File: src/rtl/system_command_controller_if.sv
// Bus bundle between the command controller and its neighbours: UART receive/transmit,
// register file and ALU. The controller uses the master modport.
interface system_command_controller_if #(
    parameter int DATA_WIDTH         = 8,
    parameter int ADDRESS_WIDTH      = 4,
    parameter int ALU_FUNCTION_WIDTH = 4
);
    logic [DATA_WIDTH-1:0]         rx_data;
    logic                          rx_data_valid;
    logic [ADDRESS_WIDTH-1:0]      register_file_address;
    logic                          register_file_write_enable;
    logic [DATA_WIDTH-1:0]         register_file_write_data;
    logic                          register_file_read_enable;
    logic [DATA_WIDTH-1:0]         register_file_read_data;
    logic                          register_file_read_data_valid;
    logic                          ALU_enable;
    logic [ALU_FUNCTION_WIDTH-1:0] ALU_function;
    logic [2*DATA_WIDTH-1:0]       ALU_result;
    logic                          ALU_result_valid;
    logic [DATA_WIDTH-1:0]         tx_data;
    logic                          tx_data_valid;
    logic                          transmitter_busy;
    logic                          command_error;

    modport master (
        input  rx_data, rx_data_valid,
        input  register_file_read_data, register_file_read_data_valid,
        input  ALU_result, ALU_result_valid, transmitter_busy,
        output register_file_address, register_file_write_enable, register_file_write_data,
        output register_file_read_enable, ALU_enable, ALU_function,
        output tx_data, tx_data_valid, command_error
    );

    modport slave (
        output rx_data, rx_data_valid,
        output register_file_read_data, register_file_read_data_valid,
        output ALU_result, ALU_result_valid, transmitter_busy,
        input  register_file_address, register_file_write_enable, register_file_write_data,
        input  register_file_read_enable, ALU_enable, ALU_function,
        input  tx_data, tx_data_valid, command_error
    );
endinterface

File: src/rtl/system_command_controller.sv
// Command frame sequencer: decodes UART command bytes into register file / ALU operations and
// queues response bytes in a small FIFO that drains one byte per transmitter busy cycle.
module system_command_controller #(
    parameter int DATA_WIDTH          = 8,
    parameter int ADDRESS_WIDTH       = 4,
    parameter int ALU_FUNCTION_WIDTH  = 4,
    parameter int RESPONSE_FIFO_DEPTH = 4
) (
    input  logic                         reference_clk,
    input  logic                         reset,
    system_command_controller_if.master  bus
);
    localparam int FAW = $clog2(RESPONSE_FIFO_DEPTH);
    localparam int PW  = FAW + 1;
    localparam logic [DATA_WIDTH-1:0] CMD_WRITE   = DATA_WIDTH'(8'hAA);
    localparam logic [DATA_WIDTH-1:0] CMD_READ    = DATA_WIDTH'(8'hBB);
    localparam logic [DATA_WIDTH-1:0] CMD_ALU_OP  = DATA_WIDTH'(8'hCC);
    localparam logic [DATA_WIDTH-1:0] CMD_ALU_NOP = DATA_WIDTH'(8'hDD);

    typedef enum logic [3:0] {
        S_IDLE, S_WR_ADDR, S_WR_DATA, S_RD_ADDR, S_RD_ISSUE, S_RD_WAIT,
        S_OP_A, S_OP_B, S_FUNC, S_ALU_ISSUE, S_ALU_WAIT, S_PUSH_LO, S_PUSH_HI
    } cmd_state_t;

    typedef enum logic [1:0] {TX_IDLE, TX_WAIT_HIGH, TX_WAIT_LOW} tx_state_t;

    cmd_state_t r_cmd_state, w_cmd_next;
    tx_state_t  r_tx_state, w_tx_next;

    logic [ADDRESS_WIDTH-1:0]      r_address, w_address_next;
    logic                          r_wr_en, w_wr_fire;
    logic [DATA_WIDTH-1:0]         r_wr_data;
    logic [ALU_FUNCTION_WIDTH-1:0] r_function;
    logic                          w_func_load;
    logic [2*DATA_WIDTH-1:0]       r_alu_result;
    logic                          w_result_load;
    logic                          r_cmd_error, w_err;
    logic                          w_rd_en, w_alu_en;

    logic [DATA_WIDTH-1:0] r_fifo_mem [RESPONSE_FIFO_DEPTH];
    logic [PW-1:0]         r_wr_ptr, r_rd_ptr;
    logic [PW-1:0]         w_count, w_free;
    logic                  w_full, w_empty, w_two_free;
    logic                  w_push, w_pop;
    logic [DATA_WIDTH-1:0] w_push_data;
    logic [DATA_WIDTH-1:0] r_tx_data;
    logic                  r_tx_valid;

    // Pointers carry an extra wrap bit so full and empty are distinguishable.
    assign w_empty    = (r_wr_ptr == r_rd_ptr);
    assign w_full     = (r_wr_ptr[FAW-1:0] == r_rd_ptr[FAW-1:0]) && (r_wr_ptr[FAW] != r_rd_ptr[FAW]);
    assign w_count    = r_wr_ptr - r_rd_ptr;
    assign w_free     = PW'(RESPONSE_FIFO_DEPTH) - w_count;
    assign w_two_free = (w_free >= PW'(2));

    always_comb begin
        w_cmd_next     = r_cmd_state;
        w_address_next = r_address;
        w_wr_fire      = 1'b0;
        w_func_load    = 1'b0;
        w_result_load  = 1'b0;
        w_err          = 1'b0;
        w_rd_en        = 1'b0;
        w_alu_en       = 1'b0;
        w_push         = 1'b0;
        w_push_data    = '0;
        case (r_cmd_state)
            S_IDLE: begin
                if (bus.rx_data_valid) begin
                    if (bus.rx_data == CMD_WRITE)        w_cmd_next = S_WR_ADDR;
                    else if (bus.rx_data == CMD_READ)    w_cmd_next = S_RD_ADDR;
                    else if (bus.rx_data == CMD_ALU_OP)  w_cmd_next = S_OP_A;
                    else if (bus.rx_data == CMD_ALU_NOP) w_cmd_next = S_FUNC;
                    else                                 w_err      = 1'b1;
                end
            end
            S_WR_ADDR: begin
                if (bus.rx_data_valid) begin
                    w_address_next = bus.rx_data[ADDRESS_WIDTH-1:0];
                    w_cmd_next     = S_WR_DATA;
                end
            end
            S_WR_DATA: begin
                if (bus.rx_data_valid) begin
                    w_wr_fire  = 1'b1;
                    w_cmd_next = S_IDLE;
                end
            end
            S_RD_ADDR: begin
                if (bus.rx_data_valid) begin
                    w_address_next = bus.rx_data[ADDRESS_WIDTH-1:0];
                    w_cmd_next     = S_RD_ISSUE;
                end
            end
            S_RD_ISSUE: begin
                w_err = bus.rx_data_valid;
                if (!w_full) begin
                    w_rd_en    = 1'b1;
                    w_cmd_next = S_RD_WAIT;
                end
            end
            S_RD_WAIT: begin
                w_err = bus.rx_data_valid;
                if (bus.register_file_read_data_valid) begin
                    w_push      = 1'b1;
                    w_push_data = bus.register_file_read_data;
                    w_cmd_next  = S_IDLE;
                end
            end
            S_OP_A: begin
                if (bus.rx_data_valid) begin
                    w_address_next = ADDRESS_WIDTH'(0);
                    w_wr_fire      = 1'b1;
                    w_cmd_next     = S_OP_B;
                end
            end
            S_OP_B: begin
                if (bus.rx_data_valid) begin
                    w_address_next = ADDRESS_WIDTH'(1);
                    w_wr_fire      = 1'b1;
                    w_cmd_next     = S_FUNC;
                end
            end
            S_FUNC: begin
                if (bus.rx_data_valid) begin
                    w_func_load = 1'b1;
                    w_cmd_next  = S_ALU_ISSUE;
                end
            end
            S_ALU_ISSUE: begin
                // Two free entries are reserved up front so both result bytes always fit.
                w_err = bus.rx_data_valid;
                if (w_two_free) begin
                    w_alu_en   = 1'b1;
                    w_cmd_next = S_ALU_WAIT;
                end
            end
            S_ALU_WAIT: begin
                w_err    = bus.rx_data_valid;
                w_alu_en = 1'b1;
                if (bus.ALU_result_valid) begin
                    w_result_load = 1'b1;
                    w_cmd_next    = S_PUSH_LO;
                end
            end
            S_PUSH_LO: begin
                w_err       = bus.rx_data_valid;
                w_push      = 1'b1;
                w_push_data = r_alu_result[DATA_WIDTH-1:0];
                w_cmd_next  = S_PUSH_HI;
            end
            S_PUSH_HI: begin
                w_err       = bus.rx_data_valid;
                w_push      = 1'b1;
                w_push_data = r_alu_result[2*DATA_WIDTH-1:DATA_WIDTH];
                w_cmd_next  = S_IDLE;
            end
            default: w_cmd_next = S_IDLE;
        endcase
    end

    always_comb begin
        w_tx_next = r_tx_state;
        w_pop     = 1'b0;
        case (r_tx_state)
            TX_IDLE: begin
                if (!w_empty && !bus.transmitter_busy) begin
                    w_pop     = 1'b1;
                    w_tx_next = TX_WAIT_HIGH;
                end
            end
            TX_WAIT_HIGH: if (bus.transmitter_busy)  w_tx_next = TX_WAIT_LOW;
            TX_WAIT_LOW:  if (!bus.transmitter_busy) w_tx_next = TX_IDLE;
            default:      w_tx_next = TX_IDLE;
        endcase
    end

    always_ff @(posedge reference_clk or negedge reset) begin
        if (!reset) begin
            r_cmd_state  <= S_IDLE;
            r_address    <= '0;
            r_wr_en      <= 1'b0;
            r_wr_data    <= '0;
            r_function   <= '0;
            r_alu_result <= '0;
            r_cmd_error  <= 1'b0;
        end else begin
            r_cmd_state <= w_cmd_next;
            r_address   <= w_address_next;
            r_wr_en     <= w_wr_fire;
            r_cmd_error <= w_err;
            if (w_wr_fire)     r_wr_data    <= bus.rx_data;
            if (w_func_load)   r_function   <= bus.rx_data[ALU_FUNCTION_WIDTH-1:0];
            if (w_result_load) r_alu_result <= bus.ALU_result;
        end
    end

    always_ff @(posedge reference_clk) begin
        if (w_push) r_fifo_mem[r_wr_ptr[FAW-1:0]] <= w_push_data;
    end

    always_ff @(posedge reference_clk or negedge reset) begin
        if (!reset) begin
            r_tx_state <= TX_IDLE;
            r_wr_ptr   <= '0;
            r_rd_ptr   <= '0;
            r_tx_data  <= '0;
            r_tx_valid <= 1'b0;
        end else begin
            r_tx_state <= w_tx_next;
            r_tx_valid <= w_pop;
            if (w_push) r_wr_ptr <= r_wr_ptr + PW'(1);
            if (w_pop) begin
                r_rd_ptr  <= r_rd_ptr + PW'(1);
                r_tx_data <= r_fifo_mem[r_rd_ptr[FAW-1:0]];
            end
        end
    end

    assign bus.register_file_address      = r_address;
    assign bus.register_file_write_enable = r_wr_en;
    assign bus.register_file_write_data   = r_wr_data;
    assign bus.register_file_read_enable  = w_rd_en;
    assign bus.ALU_enable                 = w_alu_en;
    assign bus.ALU_function               = r_function;
    assign bus.tx_data                    = r_tx_data;
    assign bus.tx_data_valid              = r_tx_valid;
    assign bus.command_error              = r_cmd_error;
endmodule

File: src/flat_wrapper.sv
// flat-port wrapper written by rule: the top's interface ports become plain ports
module system_command_controller_flat 
#(
    parameter int DATA_WIDTH          = 8,
    parameter int ADDRESS_WIDTH       = 4,
    parameter int ALU_FUNCTION_WIDTH  = 4,
    parameter int RESPONSE_FIFO_DEPTH = 4
)
  (reference_clk, reset, bus_rx_data, bus_rx_data_valid, bus_register_file_read_data, bus_register_file_read_data_valid, bus_ALU_result, bus_ALU_result_valid, bus_transmitter_busy, bus_register_file_address, bus_register_file_write_enable, bus_register_file_write_data, bus_register_file_read_enable, bus_ALU_enable, bus_ALU_function, bus_tx_data, bus_tx_data_valid, bus_command_error);
  system_command_controller_if #(.DATA_WIDTH(DATA_WIDTH), .ADDRESS_WIDTH(ADDRESS_WIDTH), .ALU_FUNCTION_WIDTH(ALU_FUNCTION_WIDTH)) bus_i ();
  input  logic reference_clk;
  input  logic reset;
  input wire logic [$bits(bus_i.rx_data)-1:0] bus_rx_data;
  input wire logic [$bits(bus_i.rx_data_valid)-1:0] bus_rx_data_valid;
  input wire logic [$bits(bus_i.register_file_read_data)-1:0] bus_register_file_read_data;
  input wire logic [$bits(bus_i.register_file_read_data_valid)-1:0] bus_register_file_read_data_valid;
  input wire logic [$bits(bus_i.ALU_result)-1:0] bus_ALU_result;
  input wire logic [$bits(bus_i.ALU_result_valid)-1:0] bus_ALU_result_valid;
  input wire logic [$bits(bus_i.transmitter_busy)-1:0] bus_transmitter_busy;
  output wire logic [$bits(bus_i.register_file_address)-1:0] bus_register_file_address;
  output wire logic [$bits(bus_i.register_file_write_enable)-1:0] bus_register_file_write_enable;
  output wire logic [$bits(bus_i.register_file_write_data)-1:0] bus_register_file_write_data;
  output wire logic [$bits(bus_i.register_file_read_enable)-1:0] bus_register_file_read_enable;
  output wire logic [$bits(bus_i.ALU_enable)-1:0] bus_ALU_enable;
  output wire logic [$bits(bus_i.ALU_function)-1:0] bus_ALU_function;
  output wire logic [$bits(bus_i.tx_data)-1:0] bus_tx_data;
  output wire logic [$bits(bus_i.tx_data_valid)-1:0] bus_tx_data_valid;
  output wire logic [$bits(bus_i.command_error)-1:0] bus_command_error;
  assign bus_i.rx_data = bus_rx_data;
  assign bus_i.rx_data_valid = bus_rx_data_valid;
  assign bus_i.register_file_read_data = bus_register_file_read_data;
  assign bus_i.register_file_read_data_valid = bus_register_file_read_data_valid;
  assign bus_i.ALU_result = bus_ALU_result;
  assign bus_i.ALU_result_valid = bus_ALU_result_valid;
  assign bus_i.transmitter_busy = bus_transmitter_busy;
  assign bus_register_file_address = bus_i.register_file_address;
  assign bus_register_file_write_enable = bus_i.register_file_write_enable;
  assign bus_register_file_write_data = bus_i.register_file_write_data;
  assign bus_register_file_read_enable = bus_i.register_file_read_enable;
  assign bus_ALU_enable = bus_i.ALU_enable;
  assign bus_ALU_function = bus_i.ALU_function;
  assign bus_tx_data = bus_i.tx_data;
  assign bus_tx_data_valid = bus_i.tx_data_valid;
  assign bus_command_error = bus_i.command_error;
  system_command_controller #(.DATA_WIDTH(DATA_WIDTH), .ADDRESS_WIDTH(ADDRESS_WIDTH), .ALU_FUNCTION_WIDTH(ALU_FUNCTION_WIDTH), .RESPONSE_FIFO_DEPTH(RESPONSE_FIFO_DEPTH)) u_core (.reference_clk(reference_clk), .reset(reset), .bus(bus_i));
endmodule
File: config.mk
export PLATFORM = sky130hd
export DESIGN_NAME = system_command_controller_flat
export DESIGN_NICKNAME = d
export VERILOG_FILES = /design/src/rtl/system_command_controller_if.sv /design/src/rtl/system_command_controller.sv /design/src/flat_wrapper.sv
export SDC_FILE = /design/constraint.sdc
export NUM_CORES = 1
export LEC_CHECK = 0
export ABC_AREA = 0
export CAP_MARGIN = 20
export CELL_PAD_IN_SITES_DETAIL_PLACEMENT = 1
export CELL_PAD_IN_SITES_GLOBAL_PLACEMENT = 1
export CORE_MARGIN = 4
export CORE_UTILIZATION = 40
export DETAILED_ROUTE_END_ITERATION = 12
export PLACE_DENSITY_LB_ADDON = 0.1
export SETUP_SLACK_MARGIN = 0.1
export SLEW_MARGIN = 5
export SYNTH_ARGS = -nofsm -noshare
export SYNTH_HDL_FRONTEND = slang
export SYNTH_SLANG_ARGS = --single-unit
File: constraint.sdc
create_clock -name reference_clk -period 2.3 [get_ports reference_clk]
set_input_delay 0.46 -clock reference_clk [delete_from_list [all_inputs] [get_ports reference_clk]]
set_output_delay 0.46 -clock reference_clk [all_outputs]
set_load 0.02 [all_outputs]
### Yosys cells after proc, flatten, opt, wreduce, memory -nomap -nowiden

Memories as Yosys holds them, arrays and structs flattened. A register that Yosys moved wholly into a read port is not among the register bits.
Index checks and enable logic that the tools add are counted.

* register bits: 47
* bits in writable memories: 32
* output and inout port bits: 29
* memories kept: 1

* add/sub/neg operators: 4
* magnitude comparators: 1
* equality and inequality tests: 37
* muxes and demuxes: 46
* reduce and logical (&&, ||, !) cells: 15

Memory list
* u_core.r_fifo_mem: words 4, width 8, rd ports 1, clocked after Yosys merged registers in 1, write ports 1, line system_command_controller.sv:40 `logic [DATA_WIDTH-1:0] r_fifo_mem [RESPONSE_FIFO_DEPTH];`

Operators with widths (count)
* $mux W4: 17
* $pmux W4 S12: 1
* $eq A8 B8 Y1 const B: 4
* $ne A2 B2 Y1 const B: 12
* $pmux W8 S3: 1
* $eq A4 B4 Y1 const B: 5
* $mux W1: 18
* $eq A4 B3 Y1 const B: 4
* $pmux W4 S3: 1
* $reduce_and A12 Y1: 1
* $eq A4 B2 Y1 const B: 2
* $mux W8: 1
* $add A3 B1 Y3 const B: 2
* $mux W2: 3
* $ne A2 B1 Y1 const B: 3
* $pmux W1 S2: 3
* $pmux W2 S3: 1
* $reduce_or A6 Y1: 1
* $ne A5 B1 Y1 const B: 1
* $eq A4 B1 Y1 const B: 1
* $logic_not A4 Y1: 1
* $reduce_and A4 Y1: 1
* $reduce_or A2 Y1: 2
* $eq A3 B3 Y1: 1
* 13 further kinds: 16

### Logic depth before layout (Yosys ltp)

Gate-level depths: netlist of run 1.

* word-level depth: 7
* depth in mapped cells: 10
* depth with buffers taken out: 9

### Worst setup path after synthesis of run 1

Ideal clock, no wire load.

* path kind: register -> output
* start: register u_core.r_rd_ptr[0]
* end: output port bus_ALU_enable
* arrival: 1769 ps
* data required time: 1840 ps
* path slack: 71 ps
* stages on the path, launching flop included: 11
* path buffers: 1
* path through: dfrtp_1 > buf_2 > inv_1 > ha_1 > inv_1 > ha_1 > xnor2_1 > xnor2_1 > nand2b_1 > nand2_1 > a21oi_1

* longest elaborated chain between the ends: 5

RTL lines
* start: declaration: line system_command_controller.sv:41 `logic [PW-1:0] r_wr_ptr, r_rd_ptr;`
* start signal: assignment: line system_command_controller.sv:214 `r_rd_ptr <= r_rd_ptr + PW'(1);`
* $sub A3 B3 Y3: line system_command_controller.sv:52 `assign w_count = r_wr_ptr - r_rd_ptr;`
* $sub A3 B3 Y3: line system_command_controller.sv:53 `assign w_free = PW'(RESPONSE_FIFO_DEPTH) - w_count;`
* $ge A3 B2 Y1: line system_command_controller.sv:54 `assign w_two_free = (w_free >= PW'(2));`
* $mux W1: line system_command_controller.sv:133 `if (w_two_free) begin`
* $pmux W1 S2: line system_command_controller.sv:67 `case (r_cmd_state)`
* end: declaration: line flat_wrapper.sv:24 `output wire logic [$bits(bus_i.ALU_enable)-1:0] bus_ALU_enable;`

No other way between the ends.

### Final worst setup path of run 1

* start: register u_core.r_wr_ptr[1]
* end: output port bus_ALU_enable

* longest elaborated chain between the ends: 5

RTL lines
* start: declaration: line system_command_controller.sv:41
* start signal: assignment: line system_command_controller.sv:212 `if (w_push) r_wr_ptr <= r_wr_ptr + PW'(1);`
* $sub A3 B3 Y3: line system_command_controller.sv:52
* $sub A3 B3 Y3: line system_command_controller.sv:53
* $ge A3 B2 Y1: line system_command_controller.sv:54
* $mux W1: line system_command_controller.sv:133
* $pmux W1 S2: line system_command_controller.sv:67

No other way between the ends.

==> metrics.md, run 1 <==
| Metric | Value |
|---|---|
| Post-route antenna net violation count | 0 |
| Cell mode on critical path | ha_4 |
| Multi-input logic area | between 1500 and 2000 um2 |
| Die Span X | approximately 110 um |
| Seq/Total Area, Yosys | 0.593 |
| Worst setup margin | -61.8 ps |
| Final core occ | 0.559 |
| Area delta synth->final | 33.6% |
| Syn Nets | 323 |
| Worst R2R End | u_core.r_cmd_state[0] |
| Internal Power | about 4.5 mW |
| Cells after Synth | between 200 and 300 |
| First-pass GRT wire length | around 15 mm |
| Syn Area/Cell | approximately 14 um2 |
| Top cell type's share of synthesized area | 0.349 |
| Hold Path Class | in -> async |
| IO Pins | 67 |
| CTS Hold Buffers Added | 0 |
| Failing checks | negative setup slack |
| Cell area power density | around 1300 nW/um2 |
| Clk pwr share | 0.163 |
| TritonCTS buffer count | 9 |
| Vias | ~2600 |
| RR Startpoint | u_core.r_wr_ptr[1] |
| Worst Clk Skew | roughly 13 ps |
| Worst slew margin | 0.560 |
| Largest net degree at the start of global routing | 56 |
| Design Power | 6.97 mW |
| Chip height | between 100 and 150 um |
| Antenna violations before repair | 0 |
| Top_reg_cell synth | dfrtp_1 |
| Synth async-reset ratio | 0.632 |
| Critical Path Start | u_core.r_wr_ptr[1] |
| Port buffer count | 66 |
| Crit path capture | bus_ALU_enable |
| Post-synth EDFFs | 32 |
| Seq pwr share | 0.358 |
| Post-Route WL | about 9.3 mm |
| CTS sink count | 87 |
| Hpwl dp | 6.86 mm |
| Top post-synthesis cells by area | dfrtp_1, edfxtp_1, mux2_2, mux2_1, mux4_2 |
| Maximum vdd drop | around 450 uV |
| DR DRC count | 0 |
| Slowest-stage cell, CP | dfrtp_1 |
| Most frequent cells after synthesis | dfrtp_1, edfxtp_1, mux2_2, mux2_1, inv_1 |
| Total grt overflow | 0 |
| Crit path capture type | output pin |
| Logic pwr share | 0.479 |
| Min Tclk post-route | 2360 ps |
| DIE AREA | ~12000 um2 |
| Count leader, synth | dfrtp_1 |
| Layout cells sized above 1 | 0.263 |
| CTS root buf | clkbuf_8 |
| Switch share | 0.350 |
| WL per Instance | between 15 and 20 um |
| Slew Viols, Final | 0 |
| Final Hold Fails | 0 |
| Crit share post-route | 1.03 |
| DR iter-0 viols | 79 |
| Static Leakage | around 2.2 nW |
| Clock-pin slew on the worst setup and hold paths | roughly 100 ps |
| #FFs+latches synth | 87 |
| Largest stage delay on the critical path | roughly 400 ps |
| ANT cells | 0 |
| Htree depth | 3 |
| Worst Path Arrival | 1900 ps |
| Worst Path Required | approximately 1800 ps |
| Startpoint Class | flip-flop |
| Fill cell count | about 970 |
| Max cap viols | 0 |
| Reg area | approximately 2300 um2 |
| Crit Path Max Fanout | 2 |
| Max Root-Sink Buffers | 2 |
| Outcome | finished, violations left |
| Synth Warn # | 0 |
| Switch Pwr | around 2.4 mW |
| Gpl congestion | 0.772 |
| Vias in the first global route | 2864 |
| Worst path cell trace | inv_2, ha_4, ha_4, xnor2_4, xnor2_2, nand2b_1, nand2_1, a21oi_2, buf_4 |
| Post-Place Setup Slack | -244 ps |
| Yosys cell types | a little under 50 |
| R2R Setup Slk | roughly 250 ps |
| Cell Rows | 35 |
| Drt first pass iters | 6 |
| Max frequency | roughly 420 MHz |
| Nets | between 400 and 500 |
| Core area | roughly 9400 um2 |
| Initial Util | 0.418 |
| Synthesized area | about 4000 um2 |
| Unrepaired setup endpoints after global routing | true |
| Worst slew pin tran | ~660 ps |
| Clk Latency, worst-skew pair | between 300 and 400 ps |
| CTS tree | done |
| Final setup viols | 1 |
| Worst reg2reg path depth | 9 |
| Synth area leader | dfrtp_1 |
| Vias/cell | around 5.1 |
| Tot GR Track Use | 0.174 |
| Critical path class | reg -> out |
through the flow:
stage / TNS, ps / cell area, um2 / hold slack, ps / cells
2_1_floorplan: 0 / 3940 / 164 / 277
3_3_place_gp: -371 / 4970 / 467 / 493
3_5_place_dp: -504 / 4970 / 474 / 493
4_1_cts: -158 / 5260 / 86.3 / 514
5_1_grt: -166 / 5270 / 91.1 / 513
6_report: -61.8 / 5270 / 78.1 / 513
kinds of logic (layout without fill, tap and decap cells):
group / Yosys count / after routing / synth area share
AO/OA/AOI/OAI: 37 / 37 / 0.0753
XOR/XNOR: 9 / 9 / 0.0219
adder cells (fa/ha/maj): 8 / 8 / 0.0254
buffers and inverters: 28 / 135 / 0.0346
flip-flops: 87 / 87 / 0.593
multiplexers: 48 / 48 / 0.163
AND/OR/NAND/NOR: 60 / 60 / 0.0867
worst min path at each step:
stage,slack (ps),cells past startpoint,endpoint,startpoint
floorplan,160,0,u_core.bus.ALU_function[0],reset
global placement,470,1,u_core.bus.tx_data[5],u_core.bus.tx_data[5]
detailed placement,470,1,u_core.bus.tx_data[2],u_core.bus.tx_data[2]
CTS,90,2,u_core.r_tx_state[1],reset
global route,90,2,u_core.bus.tx_data[1],reset
finish,80,2,u_core.r_rd_ptr[2],reset
flip-flops by register name, summed over array words and instances (netlist names), 2 cells and up:
register,cells
u_core.bus.ALU_function,4
u_core.r_alu_result,16
u_core.r_wr_ptr,3
u_core.r_fifo_mem,32
u_core.bus.tx_data,8
u_core.bus.register_file_address,4
u_core.bus.register_file_write_data,8
u_core.r_cmd_state,4
u_core.r_rd_ptr,3
u_core.r_tx_state,2
placed cells by master, fill, tap and decap left out, types with 5 or more instances in the layout:
master	n
clkdlybuf4s50_1	63
dfrtp_1	55
buf_4	35
edfxtp_1	32
mux2_2	20
mux2_1	17
inv_1	14
nor2_1	13
nand2_1	11
clkbuf_8	9
a222oi_1	8
mux4_2	8
a21oi_1	7
nand2b_1	6
nand3_1	6
ha_1	6
and2_1	5
power by group through the flow:
stage	registers (mW)	clock network (mW)	logic, mW
floorplan	2.73	0	1.63
global placement	2.48	0	3.00
detailed placement	2.52	0	3.07
CTS	2.50	1.17	3.53
global route	2.58	1.23	3.69
finish	2.50	1.14	3.34
layer usage:
metal  global-route usage  part of all wire  vias up
li1                     -                 -     1230
met1                0.202              0.40     1300
met2                0.307              0.53       59
met3               0.0476             0.049       10
met4               0.0639             0.014        0
met5                    0                 0        -
worst max-delay path: cells and delay by family, from the launching register on:
kind	cells	cell delay (ps)
buffers and inverters	2	240
flip-flops	1	400
XOR/XNOR	2	270
AO/OA/AOI/OAI	1	110
AND/OR/NAND/NOR	2	140
adder cells (fa/ha/maj)	2	380
layout make-up:
cell class,instances,share of cell area
timing repair buffer,103,0.183
tap,129,0.0307
sequential,87,0.444
multi-input combinational,162,0.290
clock inverter,7,0.0171
inverter,16,0.0114
clock buffer,9,0.0235
repair_timing:
item                       CTS  global route
buffers inserted             5             2
pin swaps                    5             1
gates resized for setup     19             3
setup endpoints to repair    2             6
No activity file was read; power rests on OpenSTA's default activity.
==> inputs of run 2 (changes only) <==
PLACE_DENSITY = 0.85   (was not set)
PLACE_DENSITY_LB_ADDON = not set   (was 0.1)
SLEW_MARGIN = not set   (was 5)
==> run 2 against run 1 <==
  * The run still ends with negative setup slack left
  * Routed wire length is 10% higher
  * Design area is 0.29% higher
  * Clock skew is 3.3 ps lower
  * Core utilization is 0.16 points higher
  * Sequential share of layout area is 0.13 points lower
  * Clock power is 8% lower
  * Count of clock-buffer cells in the layout stayed put
  * Global-route usage is 1.1 points higher
  * Worst hold slack better by 45 ps
  * Largest cell class unchanged
  * Largest power group unchanged
  * Highest routed layer unchanged
==> metrics.md, run 2 (same netlist as run 1, synthesis figures left out) <==
| Metric | Value |
|---|---|
| Outcome | finished, violations left (unchanged) |
| Failing checks | negative setup slack (unchanged) |
| Tot GR Track Use | 0.186 (was 0.174) |
| ANT cells | 0 (unchanged) |
| DR iter-0 viols | 161 (was 79) |
| DIE AREA | 11500 um2 (unchanged) |
| Clk pwr share | 0.149 (was 0.163) |
| Initial Util | 0.418 (unchanged) |
| Commonest cells after routing, fill and taps aside | clkdlybuf4s50_1, dfrtp_1, buf_4, edfxtp_1, mux2_2 (unchanged) |
| Internal Power | 4.47 mW (was 4.53 mW) |
| Final non-filler cell area | 5280 um2 (was 5270 um2) |
| Setup TNS Final | -128 ps (was -61.8 ps) |
| Worst Path Arrival | 1970 ps (was 1900 ps) |
| Worst setup margin | -128 ps (was -61.8 ps) |
| Clk Latency, worst-skew pair | 350 ps (was 360 ps) |
| Hold Path Class | in -> async (unchanged) |
| Crit share post-route | 1.06 (was 1.03) |
| Logic pwr share | 0.496 (was 0.479) |
| Final core occ | 0.561 (was 0.559) |
| Drt first pass iters | 5 (was 6) |
| Area delta synth->final | 34.0% (was 33.6%) |
| WHS | 123 ps (was 78.1 ps) |
| Antenna violations before repair | 0 (unchanged) |
| CTS root buf | clkbuf_8 (unchanged) |
| Worst slew margin | 0.551 (was 0.560) |
| Max frequency | 412 MHz (was 423 MHz) |
| Post-route antenna net violation count | 0 (unchanged) |
| Placed insts | 494 (was 493) |
| Worst Path Required | 1840 ps (about the same) |
| Startpoint Class | flip-flop (unchanged) |
| Crit path capture type | output pin (unchanged) |
| Switch share | 0.367 (was 0.350) |
| Core area | 9420 um2 (unchanged) |
| Chip height | 107 um (unchanged) |
| Slew Viols, Final | 0 (unchanged) |
| Total grt overflow | 0 (unchanged) |
| First-pass GRT wire length | 16.4 mm (was 15.0 mm) |
| Critical path class | reg -> out (unchanged) |
| Max reg flops | 32 (unchanged) |
| Final setup viols | 1 (unchanged) |
| Static Leakage | 2.20 nW (was 2.19 nW) |
| Post-Route WL | 10.2 mm (was 9.27 mm) |
| Switch Pwr | 2.60 mW (was 2.44 mW) |
| Layout cells sized above 1 | 0.282 (was 0.263) |
| Min Tclk post-route | 2430 ps (was 2360 ps) |
| IO Pins | 67 (unchanged) |
| Cell Rows | 35 (unchanged) |
| Htree depth | 3 (unchanged) |
| Worst Clk Skew | 10.2 ps (was 13.5 ps) |
| Gpl congestion | 0.769 (was 0.772) |
| CTS tree | done (unchanged) |
| Vias/cell | 5.22 (was 5.07) |
| Seq pwr share | 0.355 (was 0.358) |
| Commonest non-fill, non-tap cell in the layout | clkdlybuf4s50_1 (unchanged) |
| Max cap viols | 0 (unchanged) |
| Hpwl dp | 7.57 mm (was 6.86 mm) |
| Unrepaired setup endpoints after global routing | true (unchanged) |
| Die Span X | 107 um (unchanged) |
| Maximum vdd drop | 690 uV (was 445 uV) |
| WL per Instance | 19.8 um (was 18.1 um) |
| CTS sink count | 87 (unchanged) |
| Post-DP Area | 4950 um2 (was 4970 um2) |
| Largest net degree at the start of global routing | 30 (was 56) |
| Cell area power density | 1340 nW/um2 (was 1320 nW/um2) |
| Nets | 428 (was 425) |
| Crit Path Max Fanout | 2 (unchanged) |
| Port buffer count | 66 (unchanged) |
| TritonCTS buffer count | 9 (unchanged) |
| Vias in the first global route | 3077 (was 2864) |
| Final Hold Fails | 0 (unchanged) |
| Vias | 2696 (was 2599) |
| Clock-pin slew on the worst setup and hold paths | 100 ps (about the same) |
| Worst slew pin tran | 672 ps (was 657 ps) |
| Non-filler cells, final | 516 (was 513) |
| DR DRC count | 0 (unchanged) |
| Max Root-Sink Buffers | 2 (unchanged) |
run 2: path summary, 6_finish.rpt:
kind	startpoint	end	slack [ps]	cells past startpoint
max	u_core.r_wr_ptr[1]	bus_ALU_enable	-130	9
min	reset	u_core.bus.register_file_write_data[3]	120	1
max reg2reg	u_core.r_cmd_state[3]	u_core.r_fifo_mem[3][6]	230	6
min reg2reg	u_core.bus.tx_data[1]	u_core.bus.tx_data[1]	490	1
max in group asynchronous	reset	u_core.bus.register_file_write_data[2]	1570	2
min in group reference_clk	u_core.bus.tx_data[1]	u_core.bus.tx_data[1]	490	1
run 2: layer usage:
layer,GRT usage,vias to the layer above,routed length [um]
met5,0,-,0
met4,0.0630,0,147
met3,0.0506,12,507
met2,0.340,64,5520
met1,0.206,1383,4050
li1,-,1237,-
run 2: worst max-delay path: stages, from the launching register on:
cell	delay [ps]
dfrtp_1	410
inv_2	90
ha_4	210
ha_4	170
xnor2_4	120
xnor2_2	140
nand2b_1	80
nand2_1	70
a21oi_2	160
buf_4	150
run 2: power groups by stage:
stage	sequential, mW	combinational [mW]	clock [mW]
after floorplan	2.73	1.63	0
after CTS	2.50	3.33	1.08
after global routing	2.58	3.78	1.15
after global placement	2.47	2.99	0
after detailed placement	2.52	3.16	0
final	2.51	3.51	1.05
run 2: stage by stage:
step,power [mW],setup slack (ps)
2_1_floorplan,4.36,176
3_3_place_gp,5.47,-233
3_5_place_dp,5.68,-303
4_1_cts,6.91,-128
5_1_grt,7.50,-217
6_report,7.07,-128
run 2: final cells by class:
| class | count | area [um2] |
|---|---|---|
| flip-flops and latches | 87 | 2340 |
| clock buffers | 9 | 124 |
| inverters | 16 | 60.1 |
| multi-input cells | 162 | 1550 |
| repair buffers | 106 | 963 |
| clock inverters | 7 | 80.1 |
| well taps | 129 | 161 |
| fillers | 949 | 4140 |
run 2: what timing repair did:
| action | CTS | global route |
|---|---|---|
| endpoints found under the setup margin | 8 | 5 |
| endpoints found under the hold margin | 0 | 0 |
| pin swaps | 5 | 6 |
| gates resized for setup | 18 | 8 |
| buffers inserted | 4 | 3 |
| hold buffers | 0 | 0 |
==> inputs of run 3 (changes only) <==
CORE_MARGIN = 2   (was 4)
==> run 3 against run 2 <==
  * The run still ends with negative setup slack left
  * Die area down 7.3%
  * Critical path type unchanged
  * Flip-flop and latch count unchanged
  * Global-route usage up 0.26 points
  * Non-clock buffer count down 5
  * Critical path depth down 1
  * Total power down 2.8%
  * Highest routed layer unchanged
  * Sequential power about the same
  * Largest cell class unchanged
==> metrics.md, run 3 (same netlist as run 1, synthesis figures left out) <==
| Metric | Value |
|---|---|
| Outcome | finished, violations left (unchanged) |
| Failing checks | negative setup slack (unchanged) |
| Drt first pass iters | 4 (was 5) |
| Worst Path Arrival | 1930 ps (was 1970 ps) |
| Crit Path Max Fanout | 2 (unchanged) |
| Layout cells sized above 1 | 0.262 (was 0.282) |
| Worst setup margin | -88.4 ps (was -128 ps) |
| Maximum vdd drop | 714 uV (was 690 uV) |
| Multi-input logic area | 1530 um2 (was 1550 um2) |
| Cell mode on critical path | ha_4 (unchanged) |
| Tot GR Track Use | 0.188 (was 0.186) |
| Clk Latency, worst-skew pair | 360 ps (was 350 ps) |
| Antenna violations before repair | 0 (unchanged) |
| Die Span X | 103 um (was 107 um) |
| Post-route antenna net violation count | 0 (unchanged) |
| Hold Path Class | in -> async (unchanged) |
| Cell area power density | 1320 nW/um2 (was 1340 nW/um2) |
| WL per Instance | 18.0 um (was 19.8 um) |
| Crit share post-route | 1.04 (was 1.06) |
| Core area | 9680 um2 (was 9420 um2) |
| Post-Route WL | 9.27 mm (was 10.2 mm) |
| DR DRC count | 0 (unchanged) |
| Htree depth | 3 (unchanged) |
| CTS tree | done (unchanged) |
| Worst slew pin tran | 654 ps (was 672 ps) |
| Critical Path Start | u_core.r_rd_ptr[1] (was u_core.r_wr_ptr[1]) |
| Worst R2R End | u_core.r_cmd_state[3] (was u_core.r_fifo_mem[3][6]) |
| Reg area | 2340 um2 (unchanged) |
| Largest stage delay on the critical path | 430 ps (was 410 ps) |
| Cell Rows | 36 (was 35) |
| Max frequency | 419 MHz (was 412 MHz) |
| Vias | 2630 (was 2696) |
| CTS sink count | 87 (unchanged) |
| DIE AREA | 10700 um2 (was 11500 um2) |
| Chip height | 103 um (was 107 um) |
| ANT cells | 0 (unchanged) |
| Startpoint Class | flip-flop (unchanged) |
| TritonCTS buffer count | 9 (unchanged) |
| Static Leakage | 2.17 nW (was 2.20 nW) |
| Vias/cell | 5.11 (was 5.22) |
| Worst Clk Skew | 6.41 ps (was 10.2 ps) |
| Nets | 423 (was 428) |
| Max Root-Sink Buffers | 2 (unchanged) |
| Max reg flops | 32 (unchanged) |
| Gpl congestion | 0.848 (was 0.769) |
| Clock-pin slew on the worst setup and hold paths | 90 ps (was 100 ps) |
| Final Hold Fails | 0 (unchanged) |
| Fill cell count | 979 (was 949) |
| Area delta synth->final | 32.2% (was 34.0%) |
| Crit path capture type | output pin (unchanged) |
| Commonest non-fill, non-tap cell in the layout | clkdlybuf4s50_1 (unchanged) |
| Worst reg2reg path depth | 8 (was 6) |
| RR Startpoint | u_core.r_rd_ptr[1] (was u_core.r_cmd_state[3]) |
| Unrepaired setup endpoints after global routing | true (unchanged) |
| Total grt overflow | 0 (unchanged) |
| DR iter-0 viols | 136 (was 161) |
| Hpwl dp | 6.97 mm (was 7.57 mm) |
| CTS root buf | clkbuf_8 (unchanged) |
| Max cap viols | 0 (unchanged) |
| Critical path class | reg -> out (unchanged) |
| R2R Setup Slk | 250 ps (was 230 ps) |
| Post-Place Setup Slack | -308 ps (was -303 ps) |
| Vias in the first global route | 2939 (was 3077) |
| Largest net degree at the start of global routing | 39 (was 30) |
| Min Tclk post-route | 2390 ps (was 2430 ps) |
| Commonest cells after routing, fill and taps aside | clkdlybuf4s50_1, dfrtp_1, buf_4, edfxtp_1, mux2_2 (unchanged) |
| Worst slew margin | 0.563 (was 0.551) |
| First-pass GRT wire length | 15.1 mm (was 16.4 mm) |
| Slew Viols, Final | 0 (unchanged) |
| Port buffer count | 66 (unchanged) |
| IO Pins | 67 (unchanged) |
| Worst Path Required | 1840 ps (about the same) |
| Initial Util | 0.407 (was 0.418) |
| Worst path cell trace | ha_4, ha_4, xnor2_4, xnor2_2, nand2b_1, nand2_1, a21oi_2, buf_4 (was inv_2, ha_4, ha_4, xnor2_4, xnor2_2, nand2b_1, nand2_1, a21oi_2, buf_4) |
| Final setup viols | 1 (unchanged) |
| Slowest-stage cell, CP | dfrtp_1 (unchanged) |
| Final core occ | 0.538 (was 0.561) |
## run 3: worst max-delay path by stage
stage                           to  slack (ps)  cells past startpoint
floorplan           bus_ALU_enable         180                     10
global placement    bus_ALU_enable        -220                      8
detailed placement  bus_ALU_enable        -310                      8
CTS                 bus_ALU_enable        -130                      9
global route        bus_ALU_enable        -160                      8
finish              bus_ALU_enable         -90                      8
## run 3: layer usage
metal  up-vias  wire length, um  track usage
li1       1228                -            -
met1      1331             3740        0.222
met2        59             4930        0.331
met3        12              482       0.0544
met4         0              114       0.0607
met5         -                0            0
## run 3: where the power goes
group          total, mW  internal [mW]  switching [mW]
logic               3.34           1.80            1.55
clock network       1.02          0.417           0.600
registers           2.51           2.19           0.323
total               6.87           4.40            2.47
## run 3: repair_timing
| item | CTS | global route |
|---|---|---|
| pin swaps | 5 | 5 |
| setup buffers | 1 | 2 |
| hold buffers | 0 | 0 |
| resized for setup | 12 | 8 |
| setup endpoints to repair | 5 | 2 |
## run 3: worst max-delay path, delay by kind of cell (launching register included)
kind	cells	cell delay (ps)
AO/OA/AOI/OAI	1	140
XOR/XNOR	2	270
adder cells (fa/ha/maj)	2	440
buffers and inverters	1	140
flip-flops	1	430
AND/OR/NAND/NOR	2	150
## run 3: area by class of cell
| class | count | area share |
|---|---|---|
| sequential | 87 | 0.449 |
| multi-input combinational | 162 | 0.295 |
| timing repair buffer | 101 | 0.177 |
| tap | 133 | 0.0320 |
| clock buffer | 9 | 0.0238 |
| clock inverter | 7 | 0.0120 |
| inverter | 16 | 0.0115 |
## run 3: stage by stage
stage                     TNS (ps)  hold slack (ps)  total power [mW]  instances  area, um2
after detailed placement      -505              477              5.64        496       4940
after CTS                     -165              157              6.79        513       5160
after global placement        -258              470              5.46        496       4940
after floorplan                  0              164              4.36        277       3940
final                        -88.4              140              6.87        515       5210
after global routing          -156              170              7.31        515       5210
==> variant 1 (flow settings as in run 3) <==
Make the reset (`reset`) synchronous in 2 clocked blocks.
--- a/src/rtl/system_command_controller.sv
+++ b/src/rtl/system_command_controller.sv
@@ -175,7 +175,7 @@
         endcase
     end
 
-    always_ff @(posedge reference_clk or negedge reset) begin
+    always_ff @(posedge reference_clk) begin
         if (!reset) begin
             r_cmd_state  <= S_IDLE;
             r_address    <= '0;
@@ -199,7 +199,7 @@
         if (w_push) r_fifo_mem[r_wr_ptr[FAW-1:0]] <= w_push_data;
     end
 
-    always_ff @(posedge reference_clk or negedge reset) begin
+    always_ff @(posedge reference_clk) begin
         if (!reset) begin
             r_tx_state <= TX_IDLE;
             r_wr_ptr   <= '0;
Check against the original RTL: differs if reset is asserted again (counterexample within 4 cycles, from zero or initial values and one cycle with reset low); with reset held inactive, the same outputs for 10 cycles.
==> variant 1 against run 3 <==
  * Sequential cell count stayed put
  * First-iteration DRC count is 20% lower
  * Worst setup slack gained 96 ps
  * Via count is 11% higher
  * Synthesized area fell by 3.0%
  * Wire length up 3.0%
  * Count of clock-buffer cells in the layout unchanged
  * Sequential share of layout area down 3.6 points
  * Core utilization increased by 0.40 points
  * Cell area down 3.9%
Power is not compared: it rests on default switching activity, and its combinational part moved more than twofold at a synthesized area within 25%.
==> variant 1: results (changes against run 3) <==
Critical path
  – CP arrival: 1830 ps (-100 ps)
  – Slowest stage delay, CP: 350 ps (-80 ps)
  – CP max-delay cell: dfxtp_2

Place
  – Final HPWL DP: 6870 um (-1.4%)
  – Number of I/O port buffers: 66 (unchanged)
  – Final GP Congestion: 0.815 (-3.8%)

STA
  – Clock skew: 9.89 ps (+3.49 ps)
  – Slew @ Worst Pin: 594 ps (-59.8 ps)
  – Setup violations, final: 0 (-1)

Synthesis
  – Synth warnings: 0 (unchanged)
  – Synth cell count leaders: dfxtp_1, nand2_1, nor2_1
  – Main synth FF type: dfxtp_1
  – Most frequent cell after synthesis: dfxtp_1
  – Top cells by area, synth: dfxtp_1, edfxtp_1, mux2i_1
  – Seq/Total Area, Yosys: 53.9% (-5.4 points)
  – Ys async rst share: 0% (-63 points)
  – Synthesized Nets: 405 (+25%)

Layout
  – Fraction of layout cells with a size suffix above 1: 15.6% (-11 points)

Status
  – Outcome: completed

Clock network
  – Post-CTS setup buffers: 0 (-1)

Global route
  – First-pass GRT wire length: 15600 um (+3.3%)
  – Largest net degree at the start of global routing: 33 (-15%)
  – Global Route Usage Sum: 19.7% (+0.90 points)

Hold path
  – Tightest Hold Check Type: reg2reg

Route
  – DR vias/cell: 5.11 (+0.10%)
  – 1st-iter DRT viols: 109 (-20%)
  – Per-cell routed wire length: 16.7 um (-7.1%)
[variant 1: changes by cell type in the layout (fill, tap and decap cells not counted), sizes merged, moves of 4 or more]
cell,change
dfxtp,+55
nor2b,+4
mux2,-40
nand2,+40
o21ai,+5
a21oi,+17
nor2,+21
dfrtp,-55
buf,-15
mux2i,+28
[variant 1: what timing repair did]
action                                  CTS  global route
gates resized for setup                  21             8
hold endpoints to repair                  0             0
endpoints found under the setup margin    3            23
pin swaps                                 3             4
[variant 1: logic make-up (layout without fill, tap and decap cells)]
family / count (synthesis) / count (layout) / share of synthesized area [%]
AOI/OAI and AO/OA: 52 / 52 / 8.74
xor gates and xnor gates: 9 / 9 / 2.26
adders and majority gates: 8 / 8 / 2.62
buffers and inverters: 36 / 119 / 3.76
DFF: 87 / 87 / 53.9
muxes: 36 / 36 / 12.0
and+or+nand+nor: 131 / 131 / 16.7
[variant 1: path summary, 6_finish.rpt]
path                           from  cells after the start                      to
max              u_core.r_wr_ptr[1]                      8          bus_ALU_enable
min          u_core.r_alu_result[0]                      2  u_core.r_alu_result[0]
max reg2reg   u_core.r_cmd_state[0]                      6   u_core.r_cmd_state[0]
min reg2reg  u_core.r_alu_result[0]                      2  u_core.r_alu_result[0]
[variant 1: layout make-up]
cell class | count | area (um^2)
clock buffers | 9 | 124
clock inverters | 7 | 75.1
fillers | 1000 | 4230
inverters | 16 | 60.1
multi-input cells | 236 | 1690
flip-flops and latches | 87 | 2070
well taps | 129 | 161
repair buffers | 87 | 830
[variant 1: power by group through the flow]
stage          registers, uW  logic, uW  clock network, uW
6_report                1580        124               1070
5_1_grt                 1580        133               1160
4_1_cts                 1580        124               1100
3_5_place_dp            1620        124                  0
3_3_place_gp            1620        121                  0
2_1_floorplan           1620       30.2                  0
[variant 1: per-stage QoR]
step           cells  setup slack [ps]  instance area [um^2]  utilization (%)  hold slack [ps]
2_1_floorplan    359               102                  3830                -              436
3_3_place_gp     555              -203                  4740             51.3              442
3_5_place_dp     555              -314                  4740             51.3              451
4_1_cts          571              -120                  4970             53.8              464
5_1_grt          571             -96.5                  5010             54.2              477
6_report         571              8.07                  5010             54.2              462
[variant 1: per-layer routing]
layer | vias to the layer above | global-route usage, % | wire length [um]
met5 | - | 0 | 0
met4 | 0 | 6.76 | 95
met3 | 11 | 4.62 | 393
met2 | 61 | 34.1 | 4980
met1 | 1423 | 24.2 | 4070
li1 | 1424 | - | -
[variant 1: tightest hold or removal path, cell delays in order (launching register included)]
cell and delay, ps:
dfxtp_1 320, nand2_1 50, a21oi_1 50
==> variant 2 (settings of run 3) <==
Made on the original files. `ALU_FUNCTION_WIDTH` is set to 4 in 3 places; all go to 3.
--- a/src/rtl/system_command_controller_if.sv
+++ b/src/rtl/system_command_controller_if.sv
@@ -3,7 +3,7 @@
 interface system_command_controller_if #(
     parameter int DATA_WIDTH         = 8,
     parameter int ADDRESS_WIDTH      = 4,
-    parameter int ALU_FUNCTION_WIDTH = 4
+    parameter int ALU_FUNCTION_WIDTH = 3
 );
     logic [DATA_WIDTH-1:0]         rx_data;
     logic                          rx_data_valid;
--- a/src/rtl/system_command_controller.sv
+++ b/src/rtl/system_command_controller.sv
@@ -3,7 +3,7 @@
 module system_command_controller #(
     parameter int DATA_WIDTH          = 8,
     parameter int ADDRESS_WIDTH       = 4,
-    parameter int ALU_FUNCTION_WIDTH  = 4,
+    parameter int ALU_FUNCTION_WIDTH  = 3,
     parameter int RESPONSE_FIFO_DEPTH = 4
 ) (
     input  logic                         reference_clk,
--- a/src/flat_wrapper.sv
+++ b/src/flat_wrapper.sv
@@ -3,7 +3,7 @@
 #(
     parameter int DATA_WIDTH          = 8,
     parameter int ADDRESS_WIDTH       = 4,
-    parameter int ALU_FUNCTION_WIDTH  = 4,
+    parameter int ALU_FUNCTION_WIDTH  = 3,
     parameter int RESPONSE_FIFO_DEPTH = 4
 )
   (reference_clk, reset, bus_rx_data, bus_rx_data_valid, bus_register_file_read_data, bus_register_file_read_data_valid, bus_ALU_result, bus_ALU_result_valid, bus_transmitter_busy, bus_register_file_address, bus_register_file_write_enable, bus_register_file_write_data, bus_register_file_read_enable, bus_ALU_enable, bus_ALU_function, bus_tx_data, bus_tx_data_valid, bus_command_error);
Interface: changed (resized bus_ALU_function); port bits go from 67 to 66. No check against the original RTL was run, so the function may have changed too.
==> variant 2 against run 3 <==
  * The run still ends with setup timing left
  * Wire length grew 2.9%
  * Cell area grew 0.46%
  * Worst setup slack lost 58 ps
  * Register-to-register slack lost 140 ps
  * Power grew 2.9%
  * Sequential power shrank 2%
  * Sequential cell count shrank 1
  * Clock skew grew 8.7 ps
  * Global-route usage grew 0.75 points
  * Synthesized area shrank 0.44%
  * Largest power group unchanged
  * Combinational power grew 6.0%
  * Die area shrank 0.42%
  * Worst hold slack lost 99 ps
==> variant 2: results (changes against run 3) <==
Route
  – DR vias: 2661 (+1.2%)
  – Total Wirelength: 9540 um (+2.9%)
  – Pre-Repair DR Iteration Count: 5 (+1)

Synthesis
  – Cells after Synth: 275 (-0.72%)
  – Top cells by area, synth: dfrtp_1, edfxtp_1, mux2_2
  – Seq/Total Area, Yosys: 58.9% (-0.37 points)
  – Synthesized Nets: 321 (-0.62%)

Power
  – P_leak: 0.00218 uW (+0.55%)
  – Worst vdd ir: 0.000642 V (-10%)

STA
  – Setup violations, final: 1 (unchanged)
  – Final WS setup: -146 ps (-57.8 ps)
  – Total negative slack: -146 ps (-57.8 ps)
  – Clock skew: 15.1 ps (+8.74 ps)
  – Slew Limit Headroom: 66.3% (+10 points)

Global route
  – Vias in the first global route: 2946 (+0.24%)
  – Met3 Use GR: 7.12% (+1.7 points)
  – GR Util met2: 33.8% (+0.65 points)
  – Global Route Usage Sum: 19.6% (+0.75 points)

Place
  – Final HPWL DP: 6860 um (-1.7%)
  – Cell Count Post-Placement: 493 (-0.60%)
  – Final GP Congestion: 0.813 (-4.1%)

Layout
  – Non-Filler Instances: 517 (+0.39%)
  – Number of fill cells: 1000 (+2.1%)
  – Fraction of layout cells with a size suffix above 1: 27.9% (+1.7 points)

Status
  – Outcome: finished, violations left
  – Failing checks: setup timing
variant 2: layer usage:
metal,share of wire [%],wire [um]
met1,39,3750
met2,54,5120
met3,4.9,468
met4,2.1,204
met5,0,0
variant 2: cell families (layout without fill, tap and decap cells):
kind of cell | count (synthesis) | after routing | synth area share, %
DFF | 86 | 86 | 58.9
and+or+nand+nor | 60 | 60 | 8.74
muxes | 47 | 47 | 16.1
AOI/OAI and AO/OA | 37 | 37 | 7.59
buffers and inverters | 28 | 137 | 3.89
xor gates and xnor gates | 9 | 9 | 2.20
adders and majority gates | 8 | 8 | 2.55
variant 2: path summary, 6_finish.rpt:
check	from	endpoint	slack [ps]	cells after the start
setup / recovery	u_core.r_wr_ptr[1]	bus_ALU_enable	-150	9
hold / removal	reset	u_core.r_alu_result[5]	40	1
setup reg to reg	u_core.r_wr_ptr[1]	u_core.r_cmd_state[3]	110	10
hold reg to reg	u_core.bus.tx_data[2]	u_core.bus.tx_data[2]	490	1
max in group asynchronous	reset	u_core.bus.tx_data_valid	1620	2
min in group reference_clk	u_core.bus.tx_data[2]	u_core.bus.tx_data[2]	490	1
variant 2: repair_timing:
action / in CTS / in global routing
setup endpoints to repair: 2 / 5
pin swaps: 5 / 3
setup buffers: 6 / 4
resized for setup: 16 / 10
variant 2: final cells by class:
| class | instances | share of cell area [%] |
|---|---|---|
| Sequential cell | 86 | 44.2 |
| Multi-Input combinational cell | 161 | 29.4 |
| Timing Repair Buffer | 105 | 18.3 |
| Tap cell | 133 | 3.18 |
| Clock buffer | 9 | 2.37 |
| Clock inverter | 7 | 1.41 |
| Inverter | 16 | 1.15 |
variant 2: per-stage QoR:
stage / util [%] / instance area (um^2) / hold WS (ps)
after CTS: 53.7 / 5180 / 46.6
after global placement: 50.8 / 4900 / 450
final: 54.3 / 5230 / 41.5
after detailed placement: 50.8 / 4900 / 462
after global routing: 54.3 / 5230 / 53.9
after floorplan: - / 3930 / 164
variant 2: power by group:
part	internal, uW	switching, uW
Clock	428	631
Sequential	2160	313
Combinational	1920	1620
